===== src/rtl/normal_sched.sv =====
// -----------------------------------------------------------------------------
// normal_sched
//   Shares one fixed-latency inv_sqrt engine among N_REQ requesters. One
//   request is granted at a time (round-robin), its operands are held on the
//   engine for the full latency, and the captured result is returned with the
//   requester ID over a valid/ready response port. An exact (0,0,0) vector
//   bypasses the engine and is flagged with rsp_zero.
//
// Ports
//   clk, rst              clock, synchronous active-high reset
//   req_valid[N_REQ]      per-requester request
//   req_x/y/z[N_REQ*W]    packed operands, requester i at [i*W +: W]
//   req_ready[N_REQ]      one-hot accept strobe (IDLE only)
//   eng_x/y/z[W]          operands to the engine, held from accept to response
//   eng_out[W]            engine result
//   rsp_valid, rsp_ready  response handshake
//   rsp_data[W]           1/sqrt(x^2+y^2+z^2), 1Q23
//   rsp_id[ID_W]          requester served
//   rsp_zero              input vector was exactly zero
//   busy                  high outside IDLE
// -----------------------------------------------------------------------------
module normal_sched #(
    parameter int N_REQ = 4,
    parameter int ID_W  = 2,
    parameter int W     = 24,
    parameter int LAT   = 11
) (
    input  logic                 clk,
    input  logic                 rst,
    input  logic [N_REQ-1:0]     req_valid,
    input  logic [N_REQ*W-1:0]   req_x,
    input  logic [N_REQ*W-1:0]   req_y,
    input  logic [N_REQ*W-1:0]   req_z,
    output logic [N_REQ-1:0]     req_ready,
    output logic [W-1:0]         eng_x,
    output logic [W-1:0]         eng_y,
    output logic [W-1:0]         eng_z,
    input  logic [W-1:0]         eng_out,
    output logic                 rsp_valid,
    input  logic                 rsp_ready,
    output logic [W-1:0]         rsp_data,
    output logic [ID_W-1:0]      rsp_id,
    output logic                 rsp_zero,
    output logic                 busy
);

    localparam int CNT_W = (LAT < 2) ? 1 : $clog2(LAT + 1);

    localparam logic [1:0] S_IDLE = 2'd0;
    localparam logic [1:0] S_RUN  = 2'd1;
    localparam logic [1:0] S_RESP = 2'd2;

    logic [1:0]             r_state;
    logic [CNT_W-1:0]       r_cnt;
    logic [ID_W-1:0]        r_last;
    logic signed [W-1:0]    r_op_x;
    logic signed [W-1:0]    r_op_y;
    logic signed [W-1:0]    r_op_z;
    logic [W-1:0]           r_rsp_data;
    logic [ID_W-1:0]        r_rsp_id;
    logic                   r_rsp_zero;

    logic                   w_gnt_vld;
    logic [ID_W-1:0]        w_gnt_idx;
    logic [N_REQ-1:0]       w_gnt_onehot;
    logic [W-1:0]           w_sel_x;
    logic [W-1:0]           w_sel_y;
    logic [W-1:0]           w_sel_z;
    logic                   w_sel_zero;

    // Round-robin pick: first set bit of mask searching upward from last+1,
    // wrapping modulo N_REQ. Returns {found, index}.
    function automatic logic [ID_W:0] rr_pick(input logic [N_REQ-1:0] mask,
                                              input logic [ID_W-1:0]  last);
        logic              found;
        logic [ID_W-1:0]   sel;
        logic [N_REQ-1:0]  sh;
        int                idx;
        found = 1'b0;
        sel   = '0;
        for (int k = 1; k <= N_REQ; k++) begin
            idx = (int'(last) + k) % N_REQ;
            sh  = mask >> idx;
            if (!found && sh[0]) begin
                found = 1'b1;
                sel   = idx[ID_W-1:0];
            end
        end
        return {found, sel};
    endfunction

    always_comb begin
        {w_gnt_vld, w_gnt_idx} = rr_pick(req_valid, r_last);
    end

    assign w_gnt_onehot = {{(N_REQ-1){1'b0}}, 1'b1} << w_gnt_idx;
    assign w_sel_x      = req_x[w_gnt_idx*W +: W];
    assign w_sel_y      = req_y[w_gnt_idx*W +: W];
    assign w_sel_z      = req_z[w_gnt_idx*W +: W];
    assign w_sel_zero   = (w_sel_x == '0) && (w_sel_y == '0) && (w_sel_z == '0);

    // The strobe is combinational so the requester sees it in the cycle the
    // grant is taken; reset masks it even though the FSM is already IDLE.
    assign req_ready = (r_state == S_IDLE && !rst && w_gnt_vld) ? w_gnt_onehot : '0;

    // Engine operands only move at an accept edge, so they are stable for
    // the whole RUN/RESP window.
    assign eng_x     = r_op_x;
    assign eng_y     = r_op_y;
    assign eng_z     = r_op_z;

    assign rsp_valid = (r_state == S_RESP);
    assign rsp_data  = r_rsp_data;
    assign rsp_id    = r_rsp_id;
    assign rsp_zero  = r_rsp_zero;
    assign busy      = (r_state != S_IDLE);

    always_ff @(posedge clk) begin
        if (rst) begin
            r_state    <= S_IDLE;
            r_cnt      <= '0;
            r_last     <= ID_W'(N_REQ - 1);
            r_op_x     <= '0;
            r_op_y     <= '0;
            r_op_z     <= '0;
            r_rsp_data <= '0;
            r_rsp_id   <= '0;
            r_rsp_zero <= 1'b0;
        end else begin
            case (r_state)
                S_IDLE: begin
                    if (w_gnt_vld) begin
                        r_op_x   <= w_sel_x;
                        r_op_y   <= w_sel_y;
                        r_op_z   <= w_sel_z;
                        r_rsp_id <= w_gnt_idx;
                        r_last   <= w_gnt_idx;
                        if (w_sel_zero) begin
                            // Exact zero has no finite result; skip the engine.
                            r_rsp_data <= '0;
                            r_rsp_zero <= 1'b1;
                            r_state    <= S_RESP;
                        end else begin
                            r_cnt      <= CNT_W'(LAT);
                            r_rsp_zero <= 1'b0;
                            r_state    <= S_RUN;
                        end
                    end
                end
                S_RUN: begin
                    // LAT+1 cycles in RUN: the engine output has been valid
                    // for one full cycle when it is captured.
                    if (r_cnt == '0) begin
                        r_rsp_data <= eng_out;
                        r_state    <= S_RESP;
                    end else begin
                        r_cnt <= r_cnt - CNT_W'(1);
                    end
                end
                S_RESP: begin
                    if (rsp_ready) begin
                        r_state <= S_IDLE;
                    end
                end
                default: begin
                    r_state <= S_IDLE;
                end
            endcase
        end
    end

endmodule


===== config.mk =====
export PLATFORM = sky130hd
export DESIGN_NAME = normal_sched
export DESIGN_NICKNAME = d
export VERILOG_FILES = /design/src/rtl/normal_sched.sv
export SDC_FILE = /design/constraint.sdc
export NUM_CORES = 1
export LEC_CHECK = 0
export BUFFER_PORTS_ARGS = -buffer_cell sky130_fd_sc_hd__buf_2
export CORE_AREA = 2 2 167 169
export CTS_BUF_LIST = sky130_fd_sc_hd__clkbuf_8 sky130_fd_sc_hd__clkbuf_16
export CTS_CLUSTER_DIAMETER = 200
export DETAILED_ROUTE_END_ITERATION = 10
export DIE_AREA = 0 0 169 171
export HOLD_SLACK_MARGIN = 0.02
export PLACE_DENSITY_LB_ADDON = 0.25
export SLEW_MARGIN = 20
export SYNTH_ARGS = -nofsm -noshare
export SYNTH_HDL_FRONTEND = slang
export SYNTH_SLANG_ARGS = --single-unit

===== constraint.sdc =====
create_clock -name clk -period 3.35 [get_ports clk]
set_clock_uncertainty 0.1 [all_clocks]
set_input_delay 0.67 -clock clk [delete_from_list [all_inputs] [get_ports clk]]
set_output_delay 0.67 -clock clk [all_outputs]
set_load 0.1 [all_outputs]

==> run metrics, run 1 <==
Vias/cell=4.85; pin count of the biggest net entering global routing=79; CTS tree=done; non-filler cells, final=1726; Top cell by count, worst path=buf_6; synthesized area=0.00691 sq mm; H-tree Lvls=3; utilization after layout=39.0%; Cells after Synth=920; Synth cell types=30; routed len/inst=19.2 um; syn nets=1241; Detail Route Antenna Nets=0; gpl congestion=0.912; largest vdd supply drop=0.510 mV; Detail Placement HPWL=24800 um; Filler Cell Count=2892; crit start category=primary input; vias in the first global route=7906; Root Buffer=clkbuf_16; area delta synth->final=54.3%; Initial Util=25.3%; Synth async-reset ratio=0%; register area=0.00215 sq mm; outcome=finished with violations; post-route cell area=0.0107 sq mm; clock buffer depth=2; placeable core area=0.0273 sq mm; syn_area_per_cell=7.51 sq um; DP Area=0.00989 sq mm; MaxCap Viol Count=0; unrepaired setup endpoints after global routing=yes; Synth Warn #=0; failing checks=setup timing; Num CTS Buffers=9; period utilization=100%; dpl cells=1690; Setup violations, final=1; drt total wl=33200 um; R2R setup slack=20 ps; DRC violations left=0; gr ovfl total=0; chip width=169 um; Lkg Pwr=5.16 nW; hold_ws=349 ps; share of cells above drive strength 1=42.1%; via count=8378; Slew @ Worst Pin=941 ps; Pwr Total=10.6 mW; Max stage delay on crit path=430 ps; CP required=3450 ps; first-pass GRT wire length=46900 um; worst skew pair latency=350 ps; area of the multi-input gates=0.00471 sq mm; PortBufs=423; Die Ht=171 um; hold_buf cts=0; All-Layer GR Usage=21.4%; Main synth FF type=dfxtp_1; die area=0.0289 sq mm; Final Hold Vio Count=0; Crit Path Max Fanout=7; boundary pin count=424; CP arrival=3450 ps; initial antenna violation count=6; first drt pass iteration count=5; # rows=61; critical path class=primary input to register; crit path max-delay cell type=or3b_4; sequential area share after synthesis=31.0%; EDFF count, synth=0; Worst slew margin=37.3%; #FFs+latches synth=107; cell-by-cell trace of the critical path=buf_6, or3b_4, o211a_4, buf_6, buf_6, buf_8, nor3_4, o211ai_1, a211oi_2, nand4_1, buf_4, nor4_4, buf_6, buf_12, o22ai_2; Sink Count=107; crit path capture type=register; worst hold path class=register to register; Final nets=1692; clock period minus worst slack=3350 ps; P per Cell Area=993 mW/mm^2; fin. max-slew vios=0; clk slew on worst S/H paths=70 ps; drt initial violations=480; Final WS setup=-1.77 ps; FMAX=298 MHz
[state kept, by name, summed over array words and instances, names as in the netlist]
| signal | flops |
|---|---|
| rsp_data | 24 |
| rsp_zero | 1 |
| r_cnt | 4 |
| r_last | 2 |
| r_state | 2 |
| rsp_id | 2 |
| eng_z | 24 |
| eng_y | 24 |
| eng_x | 24 |
[cell usage in the layout, fill, tap and decap left out, drive strengths merged]
cell,instances
inv,5
nor2b,30
clkinv,3
nor4,26
or3b,1
buf,510
diode,4
nor3,24
o21ai,36
nand2,233
o21a,1
o22ai,2
or4,2
a21o,1
or2,3
a211oi,2
mux2i,162
nor3b,25
nand3,65
dfxtp,107
bufinv,2
a21oi,103
nand4,3
nor2,9
o211a,3
ha,2
o211ai,4
clkbuf,12
[stage by stage]
stage	setup WS, ps	TNS (ps)
4_1_cts	0.882	0
5_1_grt	-139	-2780
6_report	-1.77	-1.77
2_1_floorplan	-34.2	-34.2
3_5_place_dp	-542	-14540
3_3_place_gp	-512	-14040
[where the power goes]
group	total, mW	internal [mW]	leakage [nW]	switching [mW]
clock	1.20	0.679	0.164	0.522
combinational	7.45	1.95	4.12	5.49
sequential	1.95	1.72	0.881	0.227
[area by class of cell]
class | instances | area share [%]
well taps | 346 | 4.06
clock inverters | 6 | 0.845
multi-input cells | 737 | 44.1
repair buffers | 512 | 28.4
diodes | 4 | 0.0939
clock buffers | 10 | 2.24
inverters | 4 | 0.141
flip-flops and latches | 107 | 20.1
[cells by family (layout without fill, tap and decap cells)]
| group | Yosys count | in the layout | synth area share (%) |
|---|---|---|---|
| other | 0 | 4 | 0 |
| AO/OA/AOI/OAI | 151 | 152 | 11.4 |
| multiplexers | 162 | 162 | 23.5 |
| AND/OR/NAND/NOR | 421 | 421 | 28.5 |
| buffers and inverters | 77 | 532 | 5.32 |
| adder cells (fa/ha/maj) | 2 | 2 | 0.362 |
| flip-flops | 107 | 107 | 31.0 |
[layer usage]
layer,wire [um],GRT usage [%],up-vias
met2,16000,37.1,347
met3,2230,4.44,58
met5,31,0,-
met1,13600,25.4,3839
met4,1400,10.5,4
li1,-,-,4130
[worst paths after layout]
check                     from       end  cells after the start
hold reg to reg       eng_x[4]  eng_x[4]                      2
setup reg to reg     r_last[0]  r_cnt[1]                     14
hold / removal        eng_x[4]  eng_x[4]                      2
setup / recovery  req_valid[1]  r_cnt[1]                     15
[critical path, delay by kind of cell]
kind                   cells  cell delay [ps]
buffers and inverters      7              970
AO/OA/AOI/OAI              4              760
AND/OR/NAND/NOR            4             1020
[cell usage after synthesis (2+ instances only)]
cell,n,area [sq um]
nor3b_1,25,188
o21ai_0,29,145
mux2i_1,162,1620
nand2_1,233,875
buf_6,8,90.1
o21ai_1,7,35.0
ha_1,2,25.0
nor2_1,9,33.8
a211oi_1,2,15.0
nand3_1,65,325
o22ai_1,2,12.5
inv_1,4,15.0
nand4_1,3,18.8
dfxtp_1,107,2140
or4_1,2,15.0
clkbuf_1,37,139
a21oi_1,103,515
nor2b_1,30,188
buf_2,12,60.1
or2_2,3,18.8
o211ai_1,4,30.0
o211a_1,2,20.0
nor4_1,25,156
nor3_1,24,120
buf_1,15,56.3
[repair_timing]
item / in CTS / in global routing
cloned: 1 / 3
pin swaps: 1 / 23
setup endpoints to repair: 31 / 31
setup buffers: 3 / 10
hold endpoints to repair: 0 / 0
resized for setup: 19 / 61
No activity file was read; power rests on OpenSTA's default activity.
==> inputs of run 2 (changes only) <==
SLEW_MARGIN = 30   (was 20)
clock period = 3.4 ns   (was 3.35 ns; I/O delays follow)
==> run 2 against run 1 <==
The flow now finishes without violations. Hold slack about the same. Via count about the same. Worst setup slack improved by 37 ps. Critical path type unchanged. Non-clock buffer count increased by 10. Core utilization decreased by 0.19 points. Sequential share of layout area increased by 0.064 points. Register-to-register slack improved by 80 ps. Clock-buffer cell count unchanged. Critical path depth decreased by 2.
==> run metrics, run 2 (same netlist as run 1, synthesis figures left out) <==
CP arrival=3550 ps (was 3450 ps); cell-by-cell trace of the critical path=buf_2, or3b_4, o211a_4, buf_4, buf_12, buf_4, mux2i_1, mux2i_1, nor4_2, nand4_1, buf_4, or4_4, o21ai_2 (was buf_6, or3b_4, o211a_4, buf_6, buf_6, buf_8, nor3_4, o211ai_1, a211oi_2, nand4_1, buf_4, nor4_4, buf_6, buf_12, o22ai_2); clock buffer depth=2 (unchanged); combinational share of power=70.8% (was 70.3%); Net Sw Frac=59.1% (was 58.9%); via count=8377 (was 8378); Seq pwr share=18.5% (was 18.4%); clock period minus worst slack=3370 ps; power share of the clock group=10.7% (was 11.3%); Crit path max-delay family=simple AND/OR/NAND/NOR gates (unchanged); Initial Util=25.3% (unchanged); Final Hold Vio Count=0 (unchanged); drt total wl=32100 um (was 33200 um); Top cell by count, worst path=buf_4 (was buf_6); Die Ht=171 um (unchanged); dpl cells=1704 (was 1690); most common cell after layout, fill and taps aside=buf_2 (unchanged); worst hold path class=register to register (unchanged); CTS tree=done (unchanged); initial antenna violation count=4 (was 6); fin. max-slew vios=0 (unchanged); drt initial violations=392 (was 480); FMAX=297 MHz; Num CTS Buffers=9 (unchanged); H-tree Lvls=3 (unchanged); crit path max-delay cell type=or4_4 (was or3b_4); Int Power=4.24 mW (was 4.35 mW); placeable core area=0.0273 sq mm (unchanged); vias in the first global route=7951 (was 7906); die area=0.0289 sq mm (unchanged); hold_ws=349 ps (about the same); chip width=169 um (unchanged); crit start category=primary input (unchanged); non-filler cells, final=1734 (was 1726); period utilization=99.0%; area delta synth->final=53.5% (was 54.3%); P per Cell Area=977 mW/mm^2 (was 993 mW/mm^2); hold_buf cts=0 (unchanged); outcome=complete, no violations (was finished with violations); Filler Cell Count=2922 (was 2892); share of cells above drive strength 1=41.6% (was 42.1%); DRC violations left=0 (unchanged); unrepaired setup endpoints after global routing=yes (unchanged); Lkg Pwr=5.16 nW (about the same); boundary pin count=424 (unchanged); Detail Placement HPWL=24800 um (about the same); Crit Path Max Fanout=16 (was 7); worst skew pair latency=350 ps (about the same); Vias/cell=4.83 (was 4.85); Worst slew margin=39.1% (was 37.3%); Detail Route Antenna Nets=0 (unchanged); Final nets=1701 (was 1692); critical path class=primary input to register (unchanged); Worst Path Buf+Inv=5 (was 7); first-pass GRT wire length=45600 um (was 46900 um); Sink Count=107 (unchanged); largest vdd supply drop=0.449 mV (was 0.510 mV); crit path capture type=register (unchanged); pin count of the biggest net entering global routing=79 (unchanged); first drt pass iteration count=4 (was 5); Slew @ Worst Pin=913 ps (was 941 ps); commonest non-fill, non-tap cells in the layout=buf_2, nand2_1, mux2i_1, dfxtp_1, a21oi_1 (unchanged); PortBufs=423 (unchanged); routed len/inst=18.5 um (was 19.2 um); clk slew on worst S/H paths=70 ps (about the same); All-Layer GR Usage=20.7% (was 21.4%); Setup violations, final=0 (was 1); # rows=61 (unchanged); MaxCap Viol Count=0 (unchanged); sw power=6.12 mW (was 6.24 mW); CP required=3580 ps (was 3450 ps); gr ovfl total=0 (unchanged); Max stage delay on crit path=580 ps (was 430 ps); gpl congestion=0.946 (was 0.912); Root Buffer=clkbuf_16 (unchanged)
## run 2: power by group through the flow
stage / combinational (mW) / clock (mW) / sequential, mW
after global routing: 7.73 / 1.19 / 1.97
final: 7.33 / 1.11 / 1.92
after global placement: 7.17 / 0 / 1.93
after floorplan: 2.46 / 0 / 4.74
after detailed placement: 7.19 / 0 / 1.94
after CTS: 7.25 / 1.16 / 1.92
## run 2: stage by stage
step / util, % / setup TNS [ps] / area, sq um / setup slack, ps / total power [mW]
2_1_floorplan: - / -4.20 / 6960 / -4.20 / 7.20
3_5_place_dp: 36.7 / -17210 / 10000 / -673 / 9.13
3_3_place_gp: 36.7 / -14550 / 10000 / -555 / 9.09
4_1_cts: 38.0 / 0 / 10400 / 42.1 / 10.3
6_report: 38.8 / 0 / 10600 / 34.8 / 10.4
5_1_grt: 38.8 / -813 / 10600 / -44.4 / 10.9
## run 2: per-layer routing
| metal | routed length [um] | GRT usage [%] |
|---|---|---|
| met3 | 2160 | 4.79 |
| met5 | 13 | 0 |
| met4 | 1000 | 7.99 |
| met2 | 15900 | 37.3 |
| met1 | 13100 | 23.8 |
## run 2: repair_timing
| action | 4_1_cts | 5_1_grt |
|---|---|---|
| cloned | 0 | 3 |
| pin swaps | 4 | 11 |
| buffers inserted | 2 | 6 |
| endpoints found under the setup margin | 31 | 31 |
| resized for setup | 10 | 28 |
## run 2: worst paths after layout
kind                     start        end  slack [ps]  cells past startpoint
hold / removal       eng_z[18]  eng_z[18]         350                      2
setup reg to reg     r_last[1]   r_cnt[2]         100                     12
setup / recovery  req_valid[1]   r_cnt[2]          30                     13
hold reg to reg      eng_z[18]  eng_z[18]         350                      2
## run 2: cell type report
type	count	area (sq um)	share of cell area, %
antenna	3	7.51	0.0707
clock buffer	10	239	2.25
clock inverter	6	65.1	0.613
inverter	4	15.0	0.141
multi-input combinational	736	4610	43.4
sequential	107	2140	20.2
tap	346	433	4.08
timing repair buffer	522	3100	29.2
## run 2: worst register-to-register path, cell delays in order, from the launching register on
cell and delay (ps):
dfxtp_1 350, or3b_4 420, o211a_4 220, buf_4 170, buf_12 150, buf_4 170
mux2i_1 190, mux2i_1 130, nor4_2 330, nand4_1 130, buf_4 180, or4_4 580
o21ai_2 130
==> inputs of run 3 (changes only) <==
ABC_AREA = 1   (was unset)
CORE_AREA = 2 2 164 166   (was 2 2 167 169)
DIE_AREA = 0 0 166 168   (was 0 0 169 171)
==> run 3 against run 2 <==
Final area up 18%. Global-route usage up 5.6 points. Synthesized cell count rose by 61%. Clock-buffer cell count is 1 lower. Fmax grew 2.0%. Die area decreased by 3.5%. Worst setup slack improved by 68 ps. Hold slack improved by 16 ps. Critical path type is now register to register. Highest routed layer is now met4.
==> run metrics, run 3 <==
die area=0.0279 sq mm (was 0.0289 sq mm); Cells after Synth=1485 (was 920); All-Layer GR Usage=26.3% (was 20.7%); R2R Path Start=r_last[0] (was r_last[1]); Slew @ Worst Pin=820 ps (was 913 ps); R2R setup slack=100 ps (about the same); share of cells above drive strength 1=37.5% (was 41.6%); H-tree Lvls=3 (unchanged); sequential area share after synthesis=27.2% (was 31.0%); Crit Path Max Fanout=14 (was 16); count leader, synth=nand2_1 (unchanged); first-pass GRT wire length=57100 um (was 45600 um); clk slew on worst S/H paths=80 ps (was 70 ps); reg2reg path depth=26 (was 12); Final nets=2308 (was 1701); Synth area leader=nand2_1 (was dfxtp_1); first drt pass iteration count=6 (was 4); most instantiated cells after synthesis=nand2_1, nor2_1, nand3_1 (was nand2_1, mux2i_1, dfxtp_1); initial antenna violation count=2 (was 4); gr ovfl total=0 (unchanged); ranking of synthesized cells by area=nand2_1, dfxtp_1, nor2_1, nand3_1, inv_1 (was dfxtp_1, mux2i_1, nand2_1, a21oi_1, nand3_1); Sink Count=107 (unchanged); boundary pin count=424 (unchanged); dpl cells=2290 (was 1704); area delta synth->final=59.5% (was 53.5%); Fin Setup TNS=0 ps (unchanged); Synth Warn #=0 (unchanged); placeable core area=0.0264 sq mm (was 0.0273 sq mm); via count=11200 (was 8377); Vias/cell=4.79 (was 4.83); hold_buf cts=0 (unchanged); most common cell after layout, fill and taps aside=nand2_1 (was buf_2); Detail Route Antenna Nets=0 (unchanged); Die Ht=168 um (was 171 um); routed len/inst=17.6 um (was 18.5 um); vias in the first global route=10100 (was 7951); Root Buffer=clkbuf_16 (unchanged); met2 track demand over resource=43.7% (was 37.3%); worst hold path class=register to register (unchanged); outcome=complete, no violations (unchanged); PortBufs=423 (unchanged); Filler Cell Count=2894 (was 2922); synthesized area=0.00788 sq mm (was 0.00691 sq mm); Main synth FF type=dfxtp_1 (unchanged); Worst Setup SP=r_last[0] (was req_valid[1]); CTS tree=done (unchanged); gpl congestion=0.928 (was 0.946); Synth async-reset ratio=0% (unchanged); clock period minus worst slack=3300 ps (was 3370 ps); Final Hold Vio Count=0 (unchanged); Top Usage Layer GRT=met2 (unchanged); crit start category=register (was primary input); non-filler cells, final=2335 (was 1734); MaxCap Viol Count=0 (unchanged); unrepaired setup endpoints after global routing=yes (unchanged); Worst Setup EP=rsp_data[6] (was r_cnt[2]); #FFs+latches synth=107 (unchanged); period utilization=97.0% (was 99.0%); syn_area_per_cell=5.30 sq um (was 7.51 sq um); chip width=166 um (was 169 um); # rows=60 (was 61); pin count of the biggest net entering global routing=57 (was 79); Global Route met1 Usage=34.0% (was 23.8%); EDFF count, synth=0 (unchanged); clock buffer depth=2 (unchanged); drt initial violations=946 (was 392); fin. max-slew vios=0 (unchanged); crit path capture type=register (unchanged); worst skew pair latency=360 ps (was 350 ps); CP required=3600 ps (was 3580 ps); Critical R2R Capture=rsp_data[6] (was r_cnt[2]); Setup violations, final=0 (unchanged); CP arrival=3500 ps (was 3550 ps); Worst slew margin=45.1% (was 39.1%); M3 GR Usage=5.31% (was 4.79%); Synth cell types=26 (was 30); FMAX=303 MHz (was 297 MHz); DRC violations left=0 (unchanged); syn nets=1806 (was 1241); drt total wl=41200 um (was 32100 um); Detail Placement HPWL=30200 um (was 24800 um); Yosys top cell area share=31.7% (was 31.0%); Num CTS Buffers=9 (unchanged); commonest non-fill, non-tap cells in the layout=nand2_1, buf_2, nor2_1, buf_4, nand3_1 (was buf_2, nand2_1, mux2i_1, dfxtp_1, a21oi_1); Initial Util=29.9% (was 25.3%); critical path class=register to register (was primary input to register)
[run 3: cell count changes in the layout (fill, tap and decap cells not counted), sizes merged, moves of 26 or more]
| cell | change |
|---|---|
| nand2 | +437 |
| nor2 | +226 |
| mux2i | -162 |
| inv | +108 |
| nand3 | +72 |
| a21oi | -67 |
| buf | +50 |
| nor2b | -30 |
| o21ai | +26 |
[run 3: what timing repair did]
| item | 4_1_cts | 5_1_grt |
|---|---|---|
| endpoints found under the setup margin | 25 | 32 |
| resized for setup | 21 | 161 |
| buffers inserted | 1 | 9 |
| gates cloned | 2 | 16 |
| pin swaps | 3 | 67 |
| hold endpoints to repair | 0 | 0 |
[run 3: logic make-up (layout without fill, tap and decap cells)]
| kind of cell | count (synthesis) | count (layout) | share of synthesized area (%) |
|---|---|---|---|
| AND/OR/NAND/NOR | 1051 | 1051 | 52.7 |
| flip-flops | 107 | 107 | 27.2 |
| buffers and inverters | 203 | 710 | 11.2 |
| other | 0 | 2 | 0 |
| AO/OA/AOI/OAI | 122 | 122 | 8.59 |
| adder cells (fa/ha/maj) | 2 | 2 | 0.318 |
[run 3: area by class of cell]
cell class                      instances  area (sq um)  share of cell area [%]
Clock inverter                          7          77.6                   0.617
Tap cell                              341           427                    3.40
Timing Repair inverter                  1          6.26                  0.0498
Inverter                              112           434                    3.46
Timing Repair Buffer                  581          3860                    30.7
Sequential cell                       107          2150                    17.1
Multi-Input combinational cell       1175          5380                    42.9
Clock buffer                            9           225                    1.79
Antenna cell                            2          5.00                  0.0398
[run 3: per-layer routing]
layer  vias up  share of wire (%)
li1       5591                  -
met1      5008                 42
met2       521                 46
met3        70                8.5
met4         0                3.2
met5         -                  0
[run 3: worst max-delay path: stages, from the launching register on]
cell and delay [ps]:
dfxtp_4 360, buf_8 140, nand2_2 60, nand2_1 70, nand2_1 90, nand2_2 90
nor2_4 110, nand3_2 110, nand2_4 150, nand2_8 120, buf_12 160, clkbuf_16 170
nand2_1 70, nand2_1 50, nand2_1 60, nand2_2 120, inv_2 110, nand2_2 50
nor2_1 100, nand2_1 100, nor2_2 160, nand3_4 120, nand2_8 110, buf_8 140
clkbuf_16 150, a21oi_1 50, nor2_1 110
[run 3: worst min-delay path by stage]
stage | slack, ps | endpoint | cells after the start | from
final | 370 | rsp_id[0] | 2 | rsp_id[0]
after global routing | 400 | rsp_data[11] | 2 | rsp_data[11]
after CTS | 370 | rsp_id[0] | 2 | rsp_id[0]
after detailed placement | 350 | rsp_id[0] | 2 | rsp_id[0]
after global placement | 350 | rsp_id[1] | 2 | rsp_id[1]
after floorplan | 370 | r_cnt[3] | 2 | r_cnt[3]
[run 3: metrics by stage]
stage          hold slack, ps  util, %  worst slack [ps]  instance area [sq um]
2_1_floorplan             374        -              -208                   7900
3_3_place_gp              350     42.2              -392                  11100
3_5_place_dp              352     42.3              -451                  11100
4_1_cts                   365     44.0              4.72                  11600
5_1_grt                   395     47.7             -58.5                  12600
6_report                  365     47.7               102                  12600
Power of run 3 is left out: the tool's default activity adds up to more than one toggle a clock period on the data nets, which glitch-free logic cannot reach.
